==> src/rtl/registro_pkg.sv <==
// rtl/registro_pkg.sv - operation encodings for the universal register
package registro_pkg;

    localparam int OP_W = 3;

    localparam logic [OP_W-1:0] OP_HOLD = 3'd0;
    localparam logic [OP_W-1:0] OP_LOAD = 3'd1;
    localparam logic [OP_W-1:0] OP_SHL  = 3'd2;
    localparam logic [OP_W-1:0] OP_SHR  = 3'd3;
    localparam logic [OP_W-1:0] OP_ROL  = 3'd4;
    localparam logic [OP_W-1:0] OP_ROR  = 3'd5;
    localparam logic [OP_W-1:0] OP_INC  = 3'd6;
    localparam logic [OP_W-1:0] OP_DEC  = 3'd7;

endpackage

==> src/rtl/registro_next.sv <==
// rtl/registro_next.sv - next-state datapath: value, serial out and carry per op
module registro_next
    import registro_pkg::*;
#(
    parameter int WIDTH = 4
) (
    input  logic [OP_W-1:0]  op,
    input  logic [WIDTH-1:0] cur,
    input  logic             ser_in,
    input  logic [WIDTH-1:0] data_in,
    input  logic             ser_cur,
    input  logic             carry_cur,
    output logic [WIDTH-1:0] nxt,
    output logic             ser_nxt,
    output logic             carry_nxt
);

    logic [WIDTH:0] inc_sum;

    assign inc_sum = {1'b0, cur} + {{WIDTH{1'b0}}, 1'b1};

    always_comb begin
        nxt       = cur;
        ser_nxt   = ser_cur;
        carry_nxt = carry_cur;
        case (op)
            OP_HOLD: ;
            OP_LOAD: begin
                nxt       = data_in;
                carry_nxt = 1'b0;
            end
            OP_SHL: begin
                nxt     = {cur[WIDTH-2:0], ser_in};
                ser_nxt = cur[WIDTH-1];
            end
            OP_SHR: begin
                nxt     = {ser_in, cur[WIDTH-1:1]};
                ser_nxt = cur[0];
            end
            OP_ROL: begin
                nxt     = {cur[WIDTH-2:0], cur[WIDTH-1]};
                ser_nxt = cur[WIDTH-1];
            end
            OP_ROR: begin
                nxt     = {cur[0], cur[WIDTH-1:1]};
                ser_nxt = cur[0];
            end
            OP_INC: begin
                nxt       = inc_sum[WIDTH-1:0];
                carry_nxt = inc_sum[WIDTH];
            end
            OP_DEC: begin
                // Borrow only when wrapping from zero to all-ones
                nxt       = cur - {{(WIDTH-1){1'b0}}, 1'b1};
                carry_nxt = (cur == '0);
            end
            default: ;
        endcase
    end

endmodule

==> src/rtl/registro_universal.sv <==
// rtl/registro_universal.sv - WIDTH-bit universal register; REGISTRO_PARITY_EN adds parity output
module registro_universal
    import registro_pkg::*;
#(
    parameter int               WIDTH     = 4,
    parameter logic [WIDTH-1:0] RESET_VAL = '0
) (
    input  logic             clk,
    input  logic             rst,
    input  logic             clr,
    input  logic [OP_W-1:0]  op,
    input  logic             ser_in,
    input  logic [WIDTH-1:0] Data_in,
    output logic [WIDTH-1:0] Data_out,
    output logic             ser_out,
    output logic             carry,
`ifdef REGISTRO_PARITY_EN
    output logic             parity,
`endif
    output logic             zero
);

    logic [WIDTH-1:0] nxt;
    logic             ser_nxt;
    logic             carry_nxt;

    registro_next #(.WIDTH(WIDTH)) u_next (
        .op        (op),
        .cur       (Data_out),
        .ser_in    (ser_in),
        .data_in   (Data_in),
        .ser_cur   (ser_out),
        .carry_cur (carry),
        .nxt       (nxt),
        .ser_nxt   (ser_nxt),
        .carry_nxt (carry_nxt)
    );

    // HOLD yields nxt == Data_out, so flags stay consistent without a separate enable
    always_ff @(posedge clk or negedge rst) begin
        if (!rst) begin
            Data_out <= RESET_VAL;
            ser_out  <= 1'b0;
            carry    <= 1'b0;
            zero     <= (RESET_VAL == '0);
        end else if (clr) begin
            Data_out <= '0;
            ser_out  <= 1'b0;
            carry    <= 1'b0;
            zero     <= 1'b1;
        end else begin
            Data_out <= nxt;
            ser_out  <= ser_nxt;
            carry    <= carry_nxt;
            zero     <= (nxt == '0);
        end
    end

`ifdef REGISTRO_PARITY_EN
    always_ff @(posedge clk or negedge rst) begin
        if (!rst) begin
            parity <= ^RESET_VAL;
        end else if (clr) begin
            parity <= 1'b0;
        end else begin
            parity <= ^nxt;
        end
    end
`endif

endmodule
==> config.mk <==
export PLATFORM = sky130hd
export DESIGN_NAME = registro_universal
export DESIGN_NICKNAME = d
export VERILOG_FILES = /design/src/rtl/registro_pkg.sv /design/src/rtl/registro_next.sv /design/src/rtl/registro_universal.sv
export SDC_FILE = /design/constraint.sdc
export NUM_CORES = 1
export LEC_CHECK = 0
export CAP_MARGIN = 0
export CORE_AREA = 4 4 43 45
export CTS_CLUSTER_SIZE = 16
export DETAILED_ROUTE_END_ITERATION = 12
export DIE_AREA = 0 0 47 49
export MAX_ROUTING_LAYER = met4
export PLACE_DENSITY = 0.78
export SYNTH_ARGS = -nofsm -noshare
export SYNTH_HDL_FRONTEND = slang
export SYNTH_HIERARCHICAL = 1
export SYNTH_SLANG_ARGS = --single-unit
==> constraint.sdc <==
create_clock -name clk -period 3.8 [get_ports clk]
set_clock_uncertainty 0.15 [all_clocks]
set_input_delay 0.76 -clock clk [delete_from_list [all_inputs] [get_ports clk]]
set_output_delay 0.76 -clock clk [all_outputs]
set_load 0.01 [all_outputs]
==> metrics <==
H-Tree Depth 1; DR vias/cell 5.58; number of global-route vias before repair approximately 530; Mapped Area 692 um2; Slew @ Worst Pin 0.542 ns; crit share post-route 0.697; hold depth 3; Synth cell types 37; Die W between 40 and 50 um; postcts setup bufs 0; peak supply drop 0.257 mV; Synth warnings 6; ys flop type dfrtp_1; FMAX between 300 and 400 MHz; Detailed Routing Iterations Pass 1 2; DRC viols 0; Post-Route WL 1.35 mm; ys async rst share 1.00; share of layout cells above drive strength 1 0.143; sequential area share after synthesis 0.255; post-CTS resize count 0; Tot GR Track Use 0.136; RD Place Congestion ~0.86; syn nets 89; Power Total approximately 0.25 mW; cell taking the most area after synthesis dfrtp_1; later-pin clock latency in the skew report around 0.25 ns; CTS Hold Bufs 0; Multi-input gate area 442 um2; core area 0.00147 mm2; CP required 3.80 ns; Leak between 0.3 and 0.4 nW; R2R cell count 7; Max Slew Vio Count 0; critical path class in2reg; total negative slack 0 ns; Layout area overhead 24.4%; setup violators final 0; Clock transition at path regs 0.05 ns; Filler cells 138; Die ar. around 0.0023 mm2; CTS Sinks 7; most frequent cells after synthesis nand2_1 (7), nor2b_1 (7), dfrtp_1 (6); global-route wire length before repair between 2 and 2.5 mm; Post-synth EDFFs 0; pin count of the biggest net entering global routing 19; Relative slew margins 0.638; initial antenna violation count 0; drt wl/cell 12.6 um; clock tree from TritonCTS done; #FFs+latches synth 7; min Tclk post-route 2.65 ns; RSZ-0062 raised after global routing no; Startpoint Class input port; Met2 Wirelength about 650 um; Starting Density 0.470; GR Overflow Total 0; DIE HEIGHT around 50 um; Post-Syn Area per Cell a little over 9 um2; TritonCTS Buffers 3; HP Class reg2reg; # diodes 0; max cap viols 0; uppermost routed layer met3; metal1 wirelength approximately 630 um; PwrDens ~290 mW/mm2; Arrival @ worst endpoint 2.65 ns; vias ~600; Final #Nets ~110; met3 wire len about 70 um; final hold vios 0; DP HPWL around 1.1 mm; leading post-synthesis cells by cell area dfrtp_1 (22%), buf_6 (6.5%), nor2b_1 (6.3%); Port Buffers 17; status finished clean; Post-Syn Instances 75; Row Count 14; CTS root buf clkbuf_4; Register Area about 180 um2; Worst setup EP type flip-flop; num ports 18; crit path max fanout 16; Clock Tree Buf Depth 2; Final ANT Viol Nets 0; Yosys top cell area share 0.217; 1st-iter DRT viols 7
==> registers in the layout, summed over array words and instances, names as in the netlist <==
name and count:
ser_out 1, carry 1, Data_out 4, zero 1
==> routing by layer <==
layer	track usage	vias to the layer above
met4	0	0
met2	0.210	13
met5	-	-
met1	0.183	281
li1	-	303
met3	0.0443	0
==> layout make-up <==
class | count | share of cell area
Multi-Input combinational cell | 57 | 0.513
Timing Repair Buffer | 18 | 0.206
Tap cell | 16 | 0.0233
Inverter | 5 | 0.0218
Sequential cell | 7 | 0.205
Clock buffer | 4 | 0.0305
==> kinds of logic after synthesis <==
| family | share of synthesized area |
|---|---|
| simple gates | 0.210 |
| xor+xnor | 0.0253 |
| buf+inv | 0.107 |
| flops | 0.255 |
| compound gates | 0.213 |
| mux | 0.136 |
| fa+ha+maj | 0.0543 |
==> per-stage QoR <==
| stage | setup WS [ns] | utilization | cells | hold WS, ns | instance area, um2 |
|---|---|---|---|---|---|
| floorplan | 1.61 | - | 75 | 0.314 | 692 |
| global placement | 0.965 | 0.567 | 103 | 0.439 | 835 |
| detailed placement | 0.920 | 0.567 | 103 | 0.444 | 835 |
| CTS | 1.18 | 0.585 | 107 | 0.461 | 861 |
| global route | 1.00 | 0.585 | 107 | 0.507 | 861 |
| finish | 1.15 | 0.585 | 107 | 0.462 | 861 |
==> final timing paths <==
path,startpoint,end,slack (ns)
setup / recovery,op[0],zero$_DFF_PN1_,1.15
hold / removal,ser_out$_DFF_PN0_,ser_out$_DFF_PN0_,0.46
setup reg to reg,Data_out[0]$_DFF_PN0_,Data_out[1]$_DFF_PN0_,1.80
hold reg to reg,ser_out$_DFF_PN0_,ser_out$_DFF_PN0_,0.46
max in group asynchronous,rst,zero$_DFF_PN1_,2.60
min in group asynchronous,rst,carry$_DFF_PN0_,0.62
==> layout by cell type (no fill, tap or decap), types with 2 or more instances in the layout <==
cell / count
a21oi_1: 3
clkbuf_4: 3
clkdlybuf4s50_1: 17
dfrtp_1: 6
ha_1: 3
inv_1: 4
mux2i_1: 3
nand2_1: 7
nand2b_1: 2
nor2_1: 3
nor2b_1: 7
o21a_1: 2
o21ai_0: 4
xnor2_1: 2
==> worst max-delay path, stage by stage <==
cell and delay (ns):
clkdlybuf4s50_1 0.81, mux2_4 0.35, o221a_2 0.28, a21oi_1 0.14, o21ai_1 0.10, o41ai_2 0.21
==> report_power, final <==
group / total, mW / internal (mW) / switching [mW]
registers: 0.0925 / 0.0820 / 0.0105
logic: 0.0892 / 0.0501 / 0.0391
clock network: 0.0657 / 0.0400 / 0.0258
total: 0.247 / 0.172 / 0.0754
(Power assumes the default switching activity.)
